[src/rtl/xy_step_pulse_gen_if.sv]
// Register-side bundle for the XY step pulse generator.
// Carries the stepper registers in and the driver pins and status out.
interface xy_step_pulse_gen_if #(
  parameter int POS_WIDTH = 32
);
  logic                 en;
  logic [31:0]          step_x_dir;
  logic [31:0]          step_y_dir;
  logic [31:0]          step_x_speed;
  logic [31:0]          step_y_speed;
  logic                 x_step;
  logic                 x_dir;
  logic                 y_step;
  logic                 y_dir;
  logic [POS_WIDTH-1:0] x_pos;
  logic [POS_WIDTH-1:0] y_pos;
  logic                 x_busy;
  logic                 y_busy;

  modport master (
    output en, step_x_dir, step_y_dir, step_x_speed, step_y_speed,
    input  x_step, x_dir, y_step, y_dir, x_pos, y_pos, x_busy, y_busy
  );

  modport slave (
    input  en, step_x_dir, step_y_dir, step_x_speed, step_y_speed,
    output x_step, x_dir, y_step, y_dir, x_pos, y_pos, x_busy, y_busy
  );
endinterface

[src/rtl/xy_step_pulse_gen.sv]
// Two independent step/dir generators (X, Y) with direction setup, minimum pulse
// width, per-period register re-sampling and signed step position tracking.
module xy_step_pulse_gen #(
  parameter int PULSE_CYCLES     = 4,
  parameter int DIR_SETUP_CYCLES = 3,
  parameter int POS_WIDTH        = 32
) (
  input logic                clock,
  input logic                reset,
  xy_step_pulse_gen_if.slave bus
);
  localparam int CNT_MAX = (PULSE_CYCLES > DIR_SETUP_CYCLES) ? PULSE_CYCLES : DIR_SETUP_CYCLES;
  localparam int CNT_W   = $clog2(CNT_MAX + 1);
  localparam logic [31:0]      MIN_PER    = 32'(PULSE_CYCLES + 1);
  localparam logic [CNT_W-1:0] PULSE_LAST = CNT_W'(PULSE_CYCLES - 1);
  localparam logic [CNT_W-1:0] SETUP_INIT = CNT_W'(DIR_SETUP_CYCLES);

  typedef enum logic [1:0] {IDLE, SETUP, PULSE, GAP} state_e;

  // Index 0 is the X axis, index 1 the Y axis.
  state_e               state_q [2];
  state_e               state_d [2];
  logic [1:0]           step_q, step_d;
  logic [1:0]           dir_q, dir_d;
  logic [1:0]           busy_q, busy_d;
  logic [POS_WIDTH-1:0] pos_q [2];
  logic [POS_WIDTH-1:0] pos_d [2];
  logic [31:0]          per_q [2];
  logic [31:0]          per_d [2];
  logic [31:0]          prd_q [2];
  logic [31:0]          prd_d [2];
  logic [CNT_W-1:0]     cnt_q [2];
  logic [CNT_W-1:0]     cnt_d [2];

  logic [1:0]  dir_in;
  logic [31:0] speed_in [2];
  logic [1:0]  sample, start;
  logic        unused_dir_bits;

  assign dir_in          = {bus.step_y_dir[0], bus.step_x_dir[0]};
  assign speed_in[0]     = bus.step_x_speed;
  assign speed_in[1]     = bus.step_y_speed;
  assign unused_dir_bits = ^{bus.step_x_dir[31:1], bus.step_y_dir[31:1]};

  always_comb begin
    sample = '0;
    start  = '0;
    for (int unsigned a = 0; a < 2; a++) begin
      sample[a] = (state_q[a] == IDLE) || (state_q[a] == GAP && prd_q[a] == '0);
      start[a]  = sample[a] && bus.en && (speed_in[a] != '0);
    end
  end

  always_ff @(posedge clock) begin
    for (int unsigned a = 0; a < 2; a++) begin
      if (reset) state_q[a] <= IDLE;
      else       state_q[a] <= state_d[a];
    end
  end

  always_comb begin
    for (int unsigned a = 0; a < 2; a++) begin
      state_d[a] = state_q[a];
      unique case (state_q[a])
        IDLE, GAP: begin
          if (sample[a]) begin
            if (!start[a])                  state_d[a] = IDLE;
            else if (dir_in[a] == dir_q[a]) state_d[a] = PULSE;
            else                            state_d[a] = SETUP;
          end
        end
        SETUP:   if (cnt_q[a] == CNT_W'(1)) state_d[a] = PULSE;
        PULSE:   if (cnt_q[a] == '0)        state_d[a] = GAP;
        default: state_d[a] = IDLE;
      endcase
    end
  end

  // The period counter runs through PULSE and GAP so that the rise-to-rise
  // spacing equals the latched period; cnt is shared by SETUP and PULSE.
  always_comb begin
    step_d = '0;
    busy_d = '0;
    dir_d  = dir_q;
    for (int unsigned a = 0; a < 2; a++) begin
      step_d[a] = (state_d[a] == PULSE);
      busy_d[a] = (state_d[a] != IDLE);
      pos_d[a]  = pos_q[a];
      per_d[a]  = per_q[a];
      prd_d[a]  = prd_q[a];
      cnt_d[a]  = cnt_q[a];
      if ((state_q[a] == PULSE || state_q[a] == GAP) && prd_q[a] != '0)
        prd_d[a] = prd_q[a] - 32'd1;
      if (state_q[a] == SETUP || (state_q[a] == PULSE && cnt_q[a] != '0))
        cnt_d[a] = cnt_q[a] - CNT_W'(1);
      if (start[a]) begin
        per_d[a] = (speed_in[a] < MIN_PER) ? MIN_PER : speed_in[a];
        if (dir_in[a] != dir_q[a]) begin
          dir_d[a] = dir_in[a];
          cnt_d[a] = SETUP_INIT;
        end
      end
      if (state_d[a] == PULSE && state_q[a] != PULSE) begin
        pos_d[a] = dir_q[a] ? pos_q[a] + POS_WIDTH'(1) : pos_q[a] - POS_WIDTH'(1);
        prd_d[a] = per_d[a] - 32'd1;
        cnt_d[a] = PULSE_LAST;
      end
    end
  end

  always_ff @(posedge clock) begin
    if (reset) begin
      step_q <= '0;
      dir_q  <= '0;
      busy_q <= '0;
      for (int unsigned a = 0; a < 2; a++) begin
        pos_q[a] <= '0;
        per_q[a] <= '0;
        prd_q[a] <= '0;
        cnt_q[a] <= '0;
      end
    end else begin
      step_q <= step_d;
      dir_q  <= dir_d;
      busy_q <= busy_d;
      for (int unsigned a = 0; a < 2; a++) begin
        pos_q[a] <= pos_d[a];
        per_q[a] <= per_d[a];
        prd_q[a] <= prd_d[a];
        cnt_q[a] <= cnt_d[a];
      end
    end
  end

  assign bus.x_step = step_q[0];
  assign bus.y_step = step_q[1];
  assign bus.x_dir  = dir_q[0];
  assign bus.y_dir  = dir_q[1];
  assign bus.x_busy = busy_q[0];
  assign bus.y_busy = busy_q[1];
  assign bus.x_pos  = pos_q[0];
  assign bus.y_pos  = pos_q[1];
endmodule

[src/flat_wrapper.sv]
// flat-port wrapper written by rule: the top's interface ports become plain ports
module xy_step_pulse_gen_flat 
#(
  parameter int PULSE_CYCLES     = 4,
  parameter int DIR_SETUP_CYCLES = 3,
  parameter int POS_WIDTH        = 32
)
  (clock, reset, bus_en, bus_step_x_dir, bus_step_y_dir, bus_step_x_speed, bus_step_y_speed, bus_x_step, bus_x_dir, bus_y_step, bus_y_dir, bus_x_pos, bus_y_pos, bus_x_busy, bus_y_busy);
  xy_step_pulse_gen_if #(.POS_WIDTH(POS_WIDTH)) bus_i ();
  input logic clock;
  input logic reset;
  input wire logic [$bits(bus_i.en)-1:0] bus_en;
  input wire logic [$bits(bus_i.step_x_dir)-1:0] bus_step_x_dir;
  input wire logic [$bits(bus_i.step_y_dir)-1:0] bus_step_y_dir;
  input wire logic [$bits(bus_i.step_x_speed)-1:0] bus_step_x_speed;
  input wire logic [$bits(bus_i.step_y_speed)-1:0] bus_step_y_speed;
  output wire logic [$bits(bus_i.x_step)-1:0] bus_x_step;
  output wire logic [$bits(bus_i.x_dir)-1:0] bus_x_dir;
  output wire logic [$bits(bus_i.y_step)-1:0] bus_y_step;
  output wire logic [$bits(bus_i.y_dir)-1:0] bus_y_dir;
  output wire logic [$bits(bus_i.x_pos)-1:0] bus_x_pos;
  output wire logic [$bits(bus_i.y_pos)-1:0] bus_y_pos;
  output wire logic [$bits(bus_i.x_busy)-1:0] bus_x_busy;
  output wire logic [$bits(bus_i.y_busy)-1:0] bus_y_busy;
  assign bus_i.en = bus_en;
  assign bus_i.step_x_dir = bus_step_x_dir;
  assign bus_i.step_y_dir = bus_step_y_dir;
  assign bus_i.step_x_speed = bus_step_x_speed;
  assign bus_i.step_y_speed = bus_step_y_speed;
  assign bus_x_step = bus_i.x_step;
  assign bus_x_dir = bus_i.x_dir;
  assign bus_y_step = bus_i.y_step;
  assign bus_y_dir = bus_i.y_dir;
  assign bus_x_pos = bus_i.x_pos;
  assign bus_y_pos = bus_i.y_pos;
  assign bus_x_busy = bus_i.x_busy;
  assign bus_y_busy = bus_i.y_busy;
  xy_step_pulse_gen #(.PULSE_CYCLES(PULSE_CYCLES), .DIR_SETUP_CYCLES(DIR_SETUP_CYCLES), .POS_WIDTH(POS_WIDTH)) u_core (.clock(clock), .reset(reset), .bus(bus_i));
endmodule
[config.mk]
export PLATFORM = sky130hd
export DESIGN_NAME = xy_step_pulse_gen_flat
export DESIGN_NICKNAME = d
export VERILOG_FILES = /design/src/rtl/xy_step_pulse_gen_if.sv /design/src/rtl/xy_step_pulse_gen.sv /design/src/flat_wrapper.sv
export SDC_FILE = /design/constraint.sdc
export NUM_CORES = 1
export LEC_CHECK = 0
export BUFFER_PORTS_ARGS = -buffer_cell sky130_fd_sc_hd__buf_4
export CAP_MARGIN = 40
export CORE_MARGIN = 2
export CORE_UTILIZATION = 60
export DETAILED_ROUTE_END_ITERATION = 6
export PLACE_DENSITY = 0.83
export SYNTH_ARGS = -nofsm -noshare
export SYNTH_HDL_FRONTEND = slang
export SYNTH_SLANG_ARGS = --single-unit
[constraint.sdc]
create_clock -name clock -period 14.3 [get_ports clock]
set_clock_uncertainty 0.1 [all_clocks]
set_input_delay 2.145 -clock clock [delete_from_list [all_inputs] [get_ports clock]]
set_output_delay 2.145 -clock clock [all_outputs]
set_load 0.02 [all_outputs]
==> out/qor.csv <==
stage,metric,value,unit
status,status,finished clean,
synth,Netlist cell types,90,
timing,Fmax,144,MHz
synth,post-synthesis sequential area ratio,28.3,%
synth,Synth warnings,0,
critical_path,Reg2Reg Setup Slack,8740,ps
clock_tree,CTS H-tree depth,1,
synth,Synth Cell Area,14700,um2
timing,Slew HR,38.9,%
run,max cap viols,0,
clock_tree,CTS tree,yes,
die,Die X,160,um
die,row cnt,57,
placement,IO Port Bufs,138,
synth,top post-synthesis cells by count,"210 x nor2_1, 208 x dfxtp_1, 202 x nand2_1",
clock_tree,Max clock buf depth,3,
timing,min Tclk post-route,6950,ps
cells_and_area,P&R area growth vs syn,14.1,%
synth,syn nets,2056,
synth,most numerous cell in the Yosys netlist,nor2_1,
routing,routed vias/inst,6.33,
routing,Avg WL per Cell,17.4,um
clock_tree,CTS Hold Buffers Added,0,
clock_tree,CTS resizes,0,
routing,drt total wl,39.6,mm
placement,post-DP HPWL,27.5,mm
synth,top cell type's share of synthesized area,28.3,%
die,Initial Utilization,60.8,%
routing,DRT iter0 DRCs,1359,
cells_and_area,Layout Nets,2149,
min_path,Hold Startpoint,u_core.pos_q[0][14]$_SDFFE_PP0N_,
critical_path,CP endpoint kind,flip-flop,
synth,top post-synthesis cells by area,"dfxtp_1 28%, ha_1 6.5%, xnor2_1 6.0%",
critical_path,crit-path max FO,37,
synth,number of enable flip-flop cells after synthesis,0,
timing,worst slew pin tran,917,ps
routing,DRT Pass-1 Iters,5,
die,Die Ht,160,um
synth,Avg Synthesized Cell Area,7.95,um2
global_route,grt ovf,0,
die,full die area,25800,um2
synth,post-synth top area cell,dfxtp_1,
timing,Final setup viols,0,
cells_and_area,final non-filler cell total,2281,
routing,Vias,14400,
min_path,Hold EP,u_core.pos_q[0][14]$_SDFFE_PP0N_,
synth,Synth async-reset ratio,0,%
clock_tree,TritonCTS sink count,208,
min_path,min-delay worst type,reg -> reg,
timing,Pins Over Slew Limit,0,
synth,#FFs+latches synth,208,
routing,DRC errors left,0,
clock_tree,# Post-CTS Setup Buffers,0,
routing,"antenna viol nets, final",0,
critical_path,Worst Path Required,14550,ps
synth,Mapped Cells,1847,
timing,Setup TNS Final,0,ps
cells_and_area,Final Util,69.3,%
power_and_ir_drop,pwr/cell area,283,nW/um2
placement,placed instance count,2237,
critical_path,WS Path Type,in -> reg,
clock_tree,total CTS buffers,25,
global_route,initial antenna violation count,0,
global_route,vias in the first global route,13600,
global_route,first-pass GRT wire length,65.2,mm
critical_path,reg-to-reg critical path endpoint,u_core.prd_q[0][28]$_SDFFE_PP0P_,
timing,final hold vios,0,
power_and_ir_drop,Tot Pwr,0.00475,W
power_and_ir_drop,Pleak,6.83,nW
critical_path,reg-to-reg critical path startpoint,u_core.prd_q[0][5]$_SDFFE_PP0P_,
die,I/O pin cnt,201,
global_route,Tot GR Track Use,29.6,%
placement,gpl congestion,0.914,
cells_and_area,n_diodes,0,
critical_path,Worst setup SP type,input port,
min_path,Worst Hold Depth,2,
cells_and_area,share of cells above drive strength 1,13.2,%
cells_and_area,Fillers,1968,
synth,ys flop type,dfxtp_1,
power_and_ir_drop,worst vdd ir,218,uV
clock_tree,clock-pin slew on the worst setup and hold paths,60,ps
global_route,largest net degree at the start of global routing,102,
timing,unrepaired setup endpoints after global routing,false,
clock_tree,insertion delay to the later sink of the worst-skew pair,520,ps
critical_path,R2R depth,14,
timing,period utilisation layout,48.6,%
clock_tree,Root Buffer Master,clkbuf_16,
critical_path,Worst EP arrival,7200,ps
die,Core Footprint,24200,um2
[sequential cells by signal (all words and copies together) (netlist names)]
| signal | flops |
|---|---|
| u_core.dir_q | 2 |
| u_core.pos_q | 64 |
| u_core.cnt_q | 6 |
| u_core.step_q | 2 |
| u_core.per_q | 64 |
| u_core.prd_q | 64 |
| u_core.state_q | 4 |
| u_core.busy_q | 2 |
[worst max-delay path, cell delays in order]
cell      delay [ps]
buf_4            120
nor4_1           640
nand4b_1         450
o41ai_4          500
a211oi_2         100
o31a_1           500
nand2_2          590
nor2_1           150
a21oi_1          160
ha_1             460
inv_1            160
nor3_1           240
mux2i_1          250
or4_1            520
a21oi_1          140
a211oi_1          70
[stage by stage]
stage	hold slack, ps	worst slack, ps	cell area (um2)
5_1_grt	391	7000	16800
3_3_place_gp	358	7050	15900
6_report	375	7350	16800
2_1_floorplan	355	7770	14700
3_5_place_dp	368	7030	15900
4_1_cts	377	7470	16800
[logic make-up after synthesis]
kind of cell	share of synthesized area, %
AO/OA/AOI/OAI	20.7
XOR/XNOR	8.58
adder cells (fa/ha/maj)	6.74
buffers and inverters	3.71
flip-flops	28.3
multiplexers	7.01
AND/OR/NAND/NOR	24.9
[cell type report]
cell class                 instances  area [um2]  share of cell area (%)
multi-input combinational       1513       10000                    59.7
inverter                          37         139                   0.829
clock inverter                    15         225                    1.34
tap                              324         405                    2.42
clock buffer                      29         661                    3.94
timing repair buffer             155        1170                    6.97
sequential                       208        4160                    24.8
[layer usage]
layer  track usage [%]  wire length (um)  up-vias
li1                  -                 -     6955
met1              37.5             16700     6827
met2              51.3             19000      536
met3              3.82              2570      113
met4              11.3              1400        0
met5                 0                 0        -
[power by group]
part           internal (W)  leakage, nW  switching, W
registers          0.000765         1.71      0.000162
clock network      0.000423        0.421      0.000265
logic               0.00128         4.70       0.00186
[worst max-delay path by stage]
stage                               from                          endpoint  slack (ps)  depth (start not counted)
CTS                  bus_step_x_speed[8]  u_core.prd_q[0][28]$_SDFFE_PP0P_        7470                         16
floorplan           bus_step_y_speed[12]  u_core.prd_q[0][54]$_SDFFE_PP0P_        7770                         19
global route         bus_step_x_speed[8]  u_core.prd_q[0][28]$_SDFFE_PP0P_        7000                         16
global placement    bus_step_x_speed[28]  u_core.prd_q[0][28]$_SDFFE_PP0P_        7050                         16
finish               bus_step_x_speed[8]  u_core.prd_q[0][28]$_SDFFE_PP0P_        7350                         16
detailed placement  bus_step_x_speed[28]  u_core.prd_q[0][28]$_SDFFE_PP0P_        7030                         16
[layout by cell type, fill, tap and decap left out, drive strengths merged, types with 9 or more instances in the layout]
master,count
nor3,78
nor2,212
and2,9
xor2,43
a21o,29
xnor2,101
o31ai,20
o21ai,72
ha,76
a211oi,39
nor4b,9
inv,39
nand4,9
nand2,202
or3,30
o2111ai,10
dfxtp,208
nand3b,10
o22ai,19
nand3,39
nor2b,17
mux2,16
or4,24
a31oi,17
and3,20
clkbuf,29
o211ai,18
nor4,41
mux2i,82
nand2b,10
o21a,19
buf,155
a21oi,140
(Power assumes the default switching activity.)
